--- src/rtl/timer_multi_cmp_pkg.sv ---
// Shared constants for the multi-compare timer: control bit positions and flag vector layout.
// Flag width grows by one "cap" bit when TIMER_CAPTURE_EN is defined.
package timer_multi_cmp_pkg;

  localparam int CTRL_EN      = 0;
  localparam int CTRL_CLR     = 1;
  localparam int CTRL_ONESHOT = 2;

  // Flag layout from LSB: cmp[numCmp-1:0], ovf, done, (cap)
  function automatic int flagOvf(input int numCmp);
    return numCmp;
  endfunction

  function automatic int flagDone(input int numCmp);
    return numCmp + 1;
  endfunction

  function automatic int flagCap(input int numCmp);
    return numCmp + 2;
  endfunction

  function automatic int flagWidth(input int numCmp);
`ifdef TIMER_CAPTURE_EN
    return numCmp + 3;
`else
    return numCmp + 2;
`endif
  endfunction

endpackage

--- src/rtl/timer_multi_cmp_prescaler.sv ---
// Prescaler for the multi-compare timer: emits one tick every prescale+1 enabled clocks.
// hold_i freezes the phase (one-shot completed); clear_i restarts it at zero.
module timer_prescaler #(
  parameter int PRESCALE_W = 16
) (
  input  logic                  clock,
  input  logic                  reset,
  input  logic                  enable_i,
  input  logic                  clear_i,
  input  logic                  hold_i,
  input  logic [PRESCALE_W-1:0] prescale_i,
  output logic                  tick_o
);

  logic [PRESCALE_W-1:0] prescCnt_q;
  logic [PRESCALE_W-1:0] prescCnt_d;
  logic                  running;

  assign running = enable_i & ~hold_i & ~clear_i;
  assign tick_o  = running & (prescCnt_q == prescale_i);

  always_comb begin
    prescCnt_d = prescCnt_q;
    if (clear_i) begin
      prescCnt_d = '0;
    end else if (running) begin
      prescCnt_d = tick_o ? '0 : prescCnt_q + PRESCALE_W'(1);
    end
  end

  always_ff @(posedge clock or posedge reset) begin
    if (reset) begin
      prescCnt_q <= '0;
    end else begin
      prescCnt_q <= prescCnt_d;
    end
  end

endmodule

--- src/rtl/timer_multi_cmp.sv ---
// Multi-channel compare timer: prescaled up-counter with wrap/one-shot, sticky flags, masked irq.
// Define TIMER_CAPTURE_EN to add a synchronised input-capture channel and its "cap" flag.
module timer_multi_cmp
  import timer_multi_cmp_pkg::*;
#(
  parameter int  WIDTH      = 32,
  parameter int  NUM_CMP    = 4,
  parameter int  PRESCALE_W = 16,
  localparam int FW         = flagWidth(NUM_CMP)
) (
  input  logic                     clock,
  input  logic                     reset,
  input  logic [7:0]               control_reg,
  input  logic [PRESCALE_W-1:0]    prescale,
  input  logic [WIDTH-1:0]         period,
  input  logic [NUM_CMP*WIDTH-1:0] cmp_value,
  input  logic [FW-1:0]            irq_mask,
  input  logic [FW-1:0]            flag_clr,
`ifdef TIMER_CAPTURE_EN
  input  logic                     capture_in,
  output logic [WIDTH-1:0]         capture_value,
`endif
  output logic [WIDTH-1:0]         timer_value,
  output logic [NUM_CMP-1:0]       cmp_match,
  output logic                     ovf_pulse,
  output logic [FW-1:0]            flags,
  output logic                     irq
);

  localparam int FLAG_OVF  = flagOvf(NUM_CMP);
  localparam int FLAG_DONE = flagDone(NUM_CMP);

  logic               enable, clear, oneShot, tick;
  logic               atPeriod, advance;
  logic               unusedCtrl;
  logic [WIDTH-1:0]   cnt_q, cnt_d, cntNext;
  logic [NUM_CMP-1:0] match_q, match_d;
  logic               ovf_q, ovf_d;
  logic               doneLock_q, doneLock_d;
  logic               irq_q, irq_d;
  logic [FW-1:0]      flags_q, flags_d, flagSet;

  assign enable     = control_reg[CTRL_EN];
  assign clear      = control_reg[CTRL_CLR];
  assign oneShot    = control_reg[CTRL_ONESHOT];
  assign unusedCtrl = ^control_reg[7:3];

  timer_prescaler #(.PRESCALE_W(PRESCALE_W)) u_prescaler (
    .clock      (clock),
    .reset      (reset),
    .enable_i   (enable),
    .clear_i    (clear),
    .hold_i     (doneLock_q),
    .prescale_i (prescale),
    .tick_o     (tick)
  );

`ifdef TIMER_CAPTURE_EN
  localparam int FLAG_CAP = flagCap(NUM_CMP);

  // Two synchroniser flops plus a delayed copy for edge detection; only capSync_q[1] feeds logic.
  logic [2:0]       capSync_q;
  logic [WIDTH-1:0] capture_q;
  logic             capRise;

  assign capRise       = capSync_q[1] & ~capSync_q[2];
  assign capture_value = capture_q;

  always_ff @(posedge clock or posedge reset) begin
    if (reset) begin
      capSync_q <= '0;
      capture_q <= '0;
    end else begin
      capSync_q <= {capSync_q[1:0], capture_in};
      if (capRise) begin
        capture_q <= cnt_q;
      end
    end
  end
`endif

  always_comb begin
    atPeriod = (cnt_q == period);
    // Compares fire only when the count actually changes, so a finished one-shot cannot re-match.
    advance  = tick & ~(atPeriod & oneShot);
    cntNext  = cnt_q + WIDTH'(1);
    if (atPeriod) begin
      cntNext = oneShot ? cnt_q : '0;
    end

    cnt_d      = cnt_q;
    doneLock_d = doneLock_q;
    match_d    = '0;
    ovf_d      = 1'b0;
    flagSet    = '0;

    if (clear) begin
      cnt_d      = '0;
      doneLock_d = 1'b0;
    end else if (tick) begin
      cnt_d = cntNext;
      ovf_d = atPeriod & ~oneShot;
      if (atPeriod && oneShot) begin
        doneLock_d         = 1'b1;
        flagSet[FLAG_DONE] = 1'b1;
      end
      for (int i = 0; i < NUM_CMP; i++) begin
        match_d[i] = advance & (cntNext == cmp_value[i*WIDTH +: WIDTH]);
      end
    end

    flagSet[NUM_CMP-1:0] = match_d;
    flagSet[FLAG_OVF]    = ovf_d;
`ifdef TIMER_CAPTURE_EN
    flagSet[FLAG_CAP]    = capRise;
`endif
    // Set beats clear when both land in the same cycle.
    flags_d = (flags_q & ~flag_clr) | flagSet;
    irq_d   = |(flags_q & irq_mask);
  end

  always_ff @(posedge clock or posedge reset) begin
    if (reset) begin
      cnt_q      <= '0;
      match_q    <= '0;
      ovf_q      <= 1'b0;
      doneLock_q <= 1'b0;
      flags_q    <= '0;
      irq_q      <= 1'b0;
    end else begin
      cnt_q      <= cnt_d;
      match_q    <= match_d;
      ovf_q      <= ovf_d;
      doneLock_q <= doneLock_d;
      flags_q    <= flags_d;
      irq_q      <= irq_d;
    end
  end

  assign timer_value = cnt_q;
  assign cmp_match   = match_q;
  assign ovf_pulse   = ovf_q;
  assign flags       = flags_q;
  assign irq         = irq_q;

endmodule
--- config.mk ---
export PLATFORM = sky130hd
export DESIGN_NAME = timer_multi_cmp
export DESIGN_NICKNAME = d
export VERILOG_FILES = /design/src/rtl/timer_multi_cmp_pkg.sv /design/src/rtl/timer_multi_cmp_prescaler.sv /design/src/rtl/timer_multi_cmp.sv
export SDC_FILE = /design/constraint.sdc
export NUM_CORES = 1
export LEC_CHECK = 0
export ABC_AREA = 1
export BUFFER_PORTS_ARGS = -buffer_cell sky130_fd_sc_hd__buf_4
export CAP_MARGIN = 20
export CORE_UTILIZATION = 54
export DETAILED_ROUTE_END_ITERATION = 7
export PLACE_DENSITY_LB_ADDON = 0.12
export SLEW_MARGIN = 20
export SYNTH_ARGS = -nofsm -noshare
export SYNTH_HDL_FRONTEND = slang
export SYNTH_HIERARCHICAL = 1
export SYNTH_SLANG_ARGS = --single-unit
--- constraint.sdc ---
create_clock -name clock -period 2.4 [get_ports clock]
set_input_delay 0.48 -clock clock [delete_from_list [all_inputs] [get_ports clock]]
set_output_delay 0.48 -clock clock [all_outputs]
set_load 0.02 [all_outputs]
==> results of run 1 <==
-- logic make-up after synthesis --
family,count (synthesis),share of synthesized area (%)
buffers and inverters,210,11.05
AND/OR/NAND/NOR,1037,57.94
AO/OA/AOI/OAI,68,4.847
adder cells (fa/ha/maj),2,0.3147
flip-flops,61,19.20
XOR/XNOR,57,6.656
-- timing repair --
action	4_1_cts
cloned	4
setup endpoints to repair	8
pin swaps	23
buffers inserted	12
resized for setup	82
-- metal layers --
layer  track usage, %  overflow
met5            52.08         0
met1            81.87         0
met2            91.76         1
met3            70.39         0
met4            73.57         1
-- per-stage QoR --
step                      instance area [sq um]  TNS (ns)  cells
after detailed placement                  11570    -2.432   2052
after floorplan                            7951         0   1435
after CTS                                 12400   -0.5585   2084
after global placement                    11570    -1.641   2052
==> impl_metrics.json, run 1 <==
{
  "cts_buffer_depth": 2,
  "dieWidth_microns": 123.3,
  "synth-seq-cells": 61,
  "cts_sinks": 61,
  "htreeDepth": 3,
  "track_usage_pct": 80.27,
  "ys_async_sr_fraction_pct": 100.0,
  "synth.top_cell.area_share_pct": 28.14,
  "synth_most_common_cell": "nand2_1",
  "fp.dieH_microns": 123.3,
  "cts-buffers-inserted": 9,
  "ios": 242,
  "synthCells": 1435,
  "worstEndpointType": "register data pin",
  "overflow": 2,
  "synth_area_per_cell_sq_um": 5.541,
  "worst_endpoint": "flags[3]$_DFF_PP0_/D",
  "cts_root_buf": "clkbuf_16",
  "ys.flop_type": "dfrtp_1",
  "place_congestion": 1.054,
  "synth_cell_types": 34,
  "ys_seq_area_share_pct": 19.20,
  "grt_max_degree": 46,
  "place_ws_ns": -0.3553,
  "synth_top_area_cell": "nand2_1",
  "synth_commonest_cells": "nand2_1 (596), nor2_1 (171), inv_1 (156)",
  "port_buffers": 236,
  "holdBufCountCts": 0,
  "yosys-top-cells-area": "nand2_1 (28%), dfrtp_1 (19%), nor2_1 (8.1%), nand3_1 (7.5%), inv_1 (7.4%)",
  "synth_edf_count": 0,
  "stop_stage": "global routing",
  "syn-num-nets": 1635,
  "synth_area_sq_um": 7951,
  "start_util_pct": 56.41,
  "rows": 43,
  "status": "did not finish",
  "yosysWarningCount": 6,
  "dp_hpwl_microns": 27770,
  "tool.error": "[ERROR GRT-0232] Routing congestion too high. Check the congestion heatmap in the GUI."
}
==> inputs of run 2 (changes only) <==
CORE_UTILIZATION = 40   (was 54)
PLACE_DENSITY_LB_ADDON = 0.15   (was 0.12)
==> impl_metrics.json, run 2 <==
{
  "grt_pass1_wl_microns": 57330,
  "synth_commonest_cells": "nand2_1 (596), nor2_1 (171), inv_1 (156)",
  "cts-buffers-inserted": 9,
  "cts.clk_slew.worst_paths_ns": 0.06,
  "layout-drive-gt1-share_pct": 39.42,
  "seqCellArea_sq_um": 1535,
  "port_buffers": 236,
  "critPathLaunch": "timer_value[0]",
  "vias_per_cell": 5.133,
  "drtIter0Drc": 893,
  "synth_top_area_cell": "nand2_1",
  "cp.arrival_ns": 2.95,
  "synth_most_common_cell": "nand2_1",
  "ir_drop_mv": 0.2796,
  "fin_crit_sh_pct": 111.1,
  "crit_type": "flip-flop to flip-flop",
  "final.min_clock_period_ns": 2.668,
  "start_util_pct": 40.86,
  "dieWidth_microns": 143.0,
  "synth_edf_count": 0,
  "cp-start-kind": "flip-flop",
  "clkLatencyLatePin_ns": 0.34,
  "finalSetupTns_ns": -1.724,
  "insertedDiodeCount": 0,
  "end_kind": "flip-flop",
  "ys_async_sr_fraction_pct": 100.0,
  "grt_max_degree": 35,
  "rows": 51,
  "yosysWarningCount": 6,
  "max_cap_violations": 0,
  "cp_cell_sequence": "buf_6, inv_4, nand2_2, nand2_2, nand2_1, nor2_1, nand2_1, nor2_4, buf_12, buf_6, nand3_2, nand2_4, buf_4, xor2_1, nand2_1, nor2_1, nand2_4, nor2_4, nand2_2, nand2_1",
  "fillers": 1779,
  "rr_startpoint": "timer_value[0]",
  "vias": 11425,
  "synthCells": 1435,
  "ys.flop_type": "dfrtp_1",
  "violations": "negative setup slack",
  "drv_slew": 0,
  "ys_seq_area_share_pct": 19.20,
  "crit_family": "simple AND/OR/NAND/NOR gates",
  "ios": 242,
  "hold_viol_final": 0,
  "cts_tree": "done",
  "worst_r2r_path_depth": 20,
  "antenna_found_initial": 0,
  "slowest_delay_ns": 0.43,
  "synth-seq-cells": 61,
  "required_ns": 2.68,
  "powerDensity_nw_per_um2": 223.5,
  "overflow": 0,
  "layout.cells.most_common_list": "nand2_1 (553), buf_4 (503), inv_1 (151)",
  "dp_hpwl_microns": 30110,
  "path_common_cell": "nand2_1",
  "finalSetupViolations": 8,
  "slowest_stage": "dfrtp_1",
  "rsz0062_at_grt": "true",
  "track_usage_pct": 37.54,
  "fin_nets": 2156,
  "worst_pin_slew_ns": 0.7197,
  "synthToLayoutAreaGrowth_pct": 69.91,
  "yosys-top-cells-area": "nand2_1 (28%), dfrtp_1 (19%), nor2_1 (8.1%), nand3_1 (7.5%), inv_1 (7.4%)",
  "multiInputGateArea_sq_um": 6275,
  "slew_headroom_pct": 51.97,
  "max_clock_freq_mhz": 374.9,
  "fp.dieH_microns": 143.0,
  "synth_area_sq_um": 7951,
  "wl_per_cell_microns": 17.55,
  "largest_reg_flops": 32,
  "status": "finished with violations",
  "syn-num-nets": 1635,
  "place_congestion": 0.9780,
  "synth.top_cell.area_share_pct": 28.14,
  "worst-path-buf-inv": 5,
  "final_common_cell": "nand2_1",
  "holdCritPathClass": "input pin to async pin",
  "synth_area_per_cell_sq_um": 5.541,
  "synth_cell_types": 34,
  "fin_util_pct": 69.42,
  "coreArea_sq_um": 19460,
  "cp.depth": 20,
  "routed_wl_microns": 39060,
  "cts_sinks": 61,
  "critPathMaxFanout": 6,
  "drc": 0,
  "first_pass_iters": 5,
  "fin_skew_ns": 0.009801,
  "htreeDepth": 3,
  "grt_pass1_vias": 10744,
  "dieArea_sq_um": 20450,
  "p_leak_nw": 7.118,
  "cts_root_buf": "clkbuf_16",
  "cts_buffer_depth": 2,
  "setup_slack_ns": -0.2676,
  "antenna_left": 0
}
-- run 2: worst reg2reg max path, delay by kind of cell, from the launching register on --
kind | cells | cell delay, ns
and+or+nand+nor | 14 | 1.39
buffers and inverters | 5 | 0.64
DFF | 1 | 0.43
xor gates and xnor gates | 1 | 0.13
-- run 2: cells by family (layout without fill, tap and decap cells) --
group | after synthesis | in the layout | synth area share [%]
DFF | 61 | 61 | 19.20
buffers and inverters | 210 | 736 | 11.05
AOI/OAI and AO/OA | 68 | 68 | 4.847
xor gates and xnor gates | 57 | 57 | 6.656
and+or+nand+nor | 1037 | 1037 | 57.94
adders and majority gates | 2 | 2 | 0.3147
-- run 2: cell type report --
cell class | count | area share, %
multi-input combinational | 1164 | 46.44
sequential | 61 | 11.36
clock buffer | 10 | 1.769
clock inverter | 6 | 0.3334
tap | 265 | 2.454
timing repair buffer | 540 | 32.62
inverter | 180 | 5.019
-- run 2: path summary, 6_finish.rpt --
path / end / slack, ns
worst max-delay path: flags[0] / -0.27
worst min-delay path: flags[5] / 0.16
worst max register to register: flags[0] / -0.27
worst min register to register: doneLock_q / 0.50
max in group asynchronous: u_prescaler/prescCnt_q[15] / 1.67
min in group clock: flags[4] / 0.32
-- run 2: through the flow --
stage / setup slack (ns) / std cells / hold slack [ns] / total power [mW] / area (sq um)
after CTS: -0.1527 / 2214 / 0.1581 / 3.006 / 13140
after detailed placement: -0.4111 / 2174 / 0.4748 / 1.707 / 11960
after floorplan: 0.1029 / 1435 / 0.3937 / 1.323 / 7951
after global routing: -0.4064 / 2226 / 0.1907 / 3.120 / 13510
after global placement: -0.3823 / 2174 / 0.4676 / 1.703 / 11960
final: -0.2676 / 2226 / 0.1560 / 3.020 / 13510
-- run 2: where the power goes --
part	switching, mW	internal, mW
sequential	0.00204	1.03
combinational	0.333	0.350
clock	0.565	0.738
-- run 2: what timing repair did --
item | 4_1_cts | 5_1_grt
gates cloned | 6 | 2
hold buffers | 0 | 0
resized for setup | 134 | 70
endpoints found under the setup margin | 8 | 9
pin swaps | 47 | 41
setup buffers | 18 | 12
-- run 2: layer usage --
metal / global-route usage, % / vias to the layer above / share of wire, %
met1: 46.80 / 5213 / 41
met4: 17.83 / 0 / 4.9
met2: 62.98 / 567 / 46
li1: - / 5531 / -
met5: 0 / - / 0
met3: 5.969 / 114 / 8.1
Power figures use the tool's default switching activity.
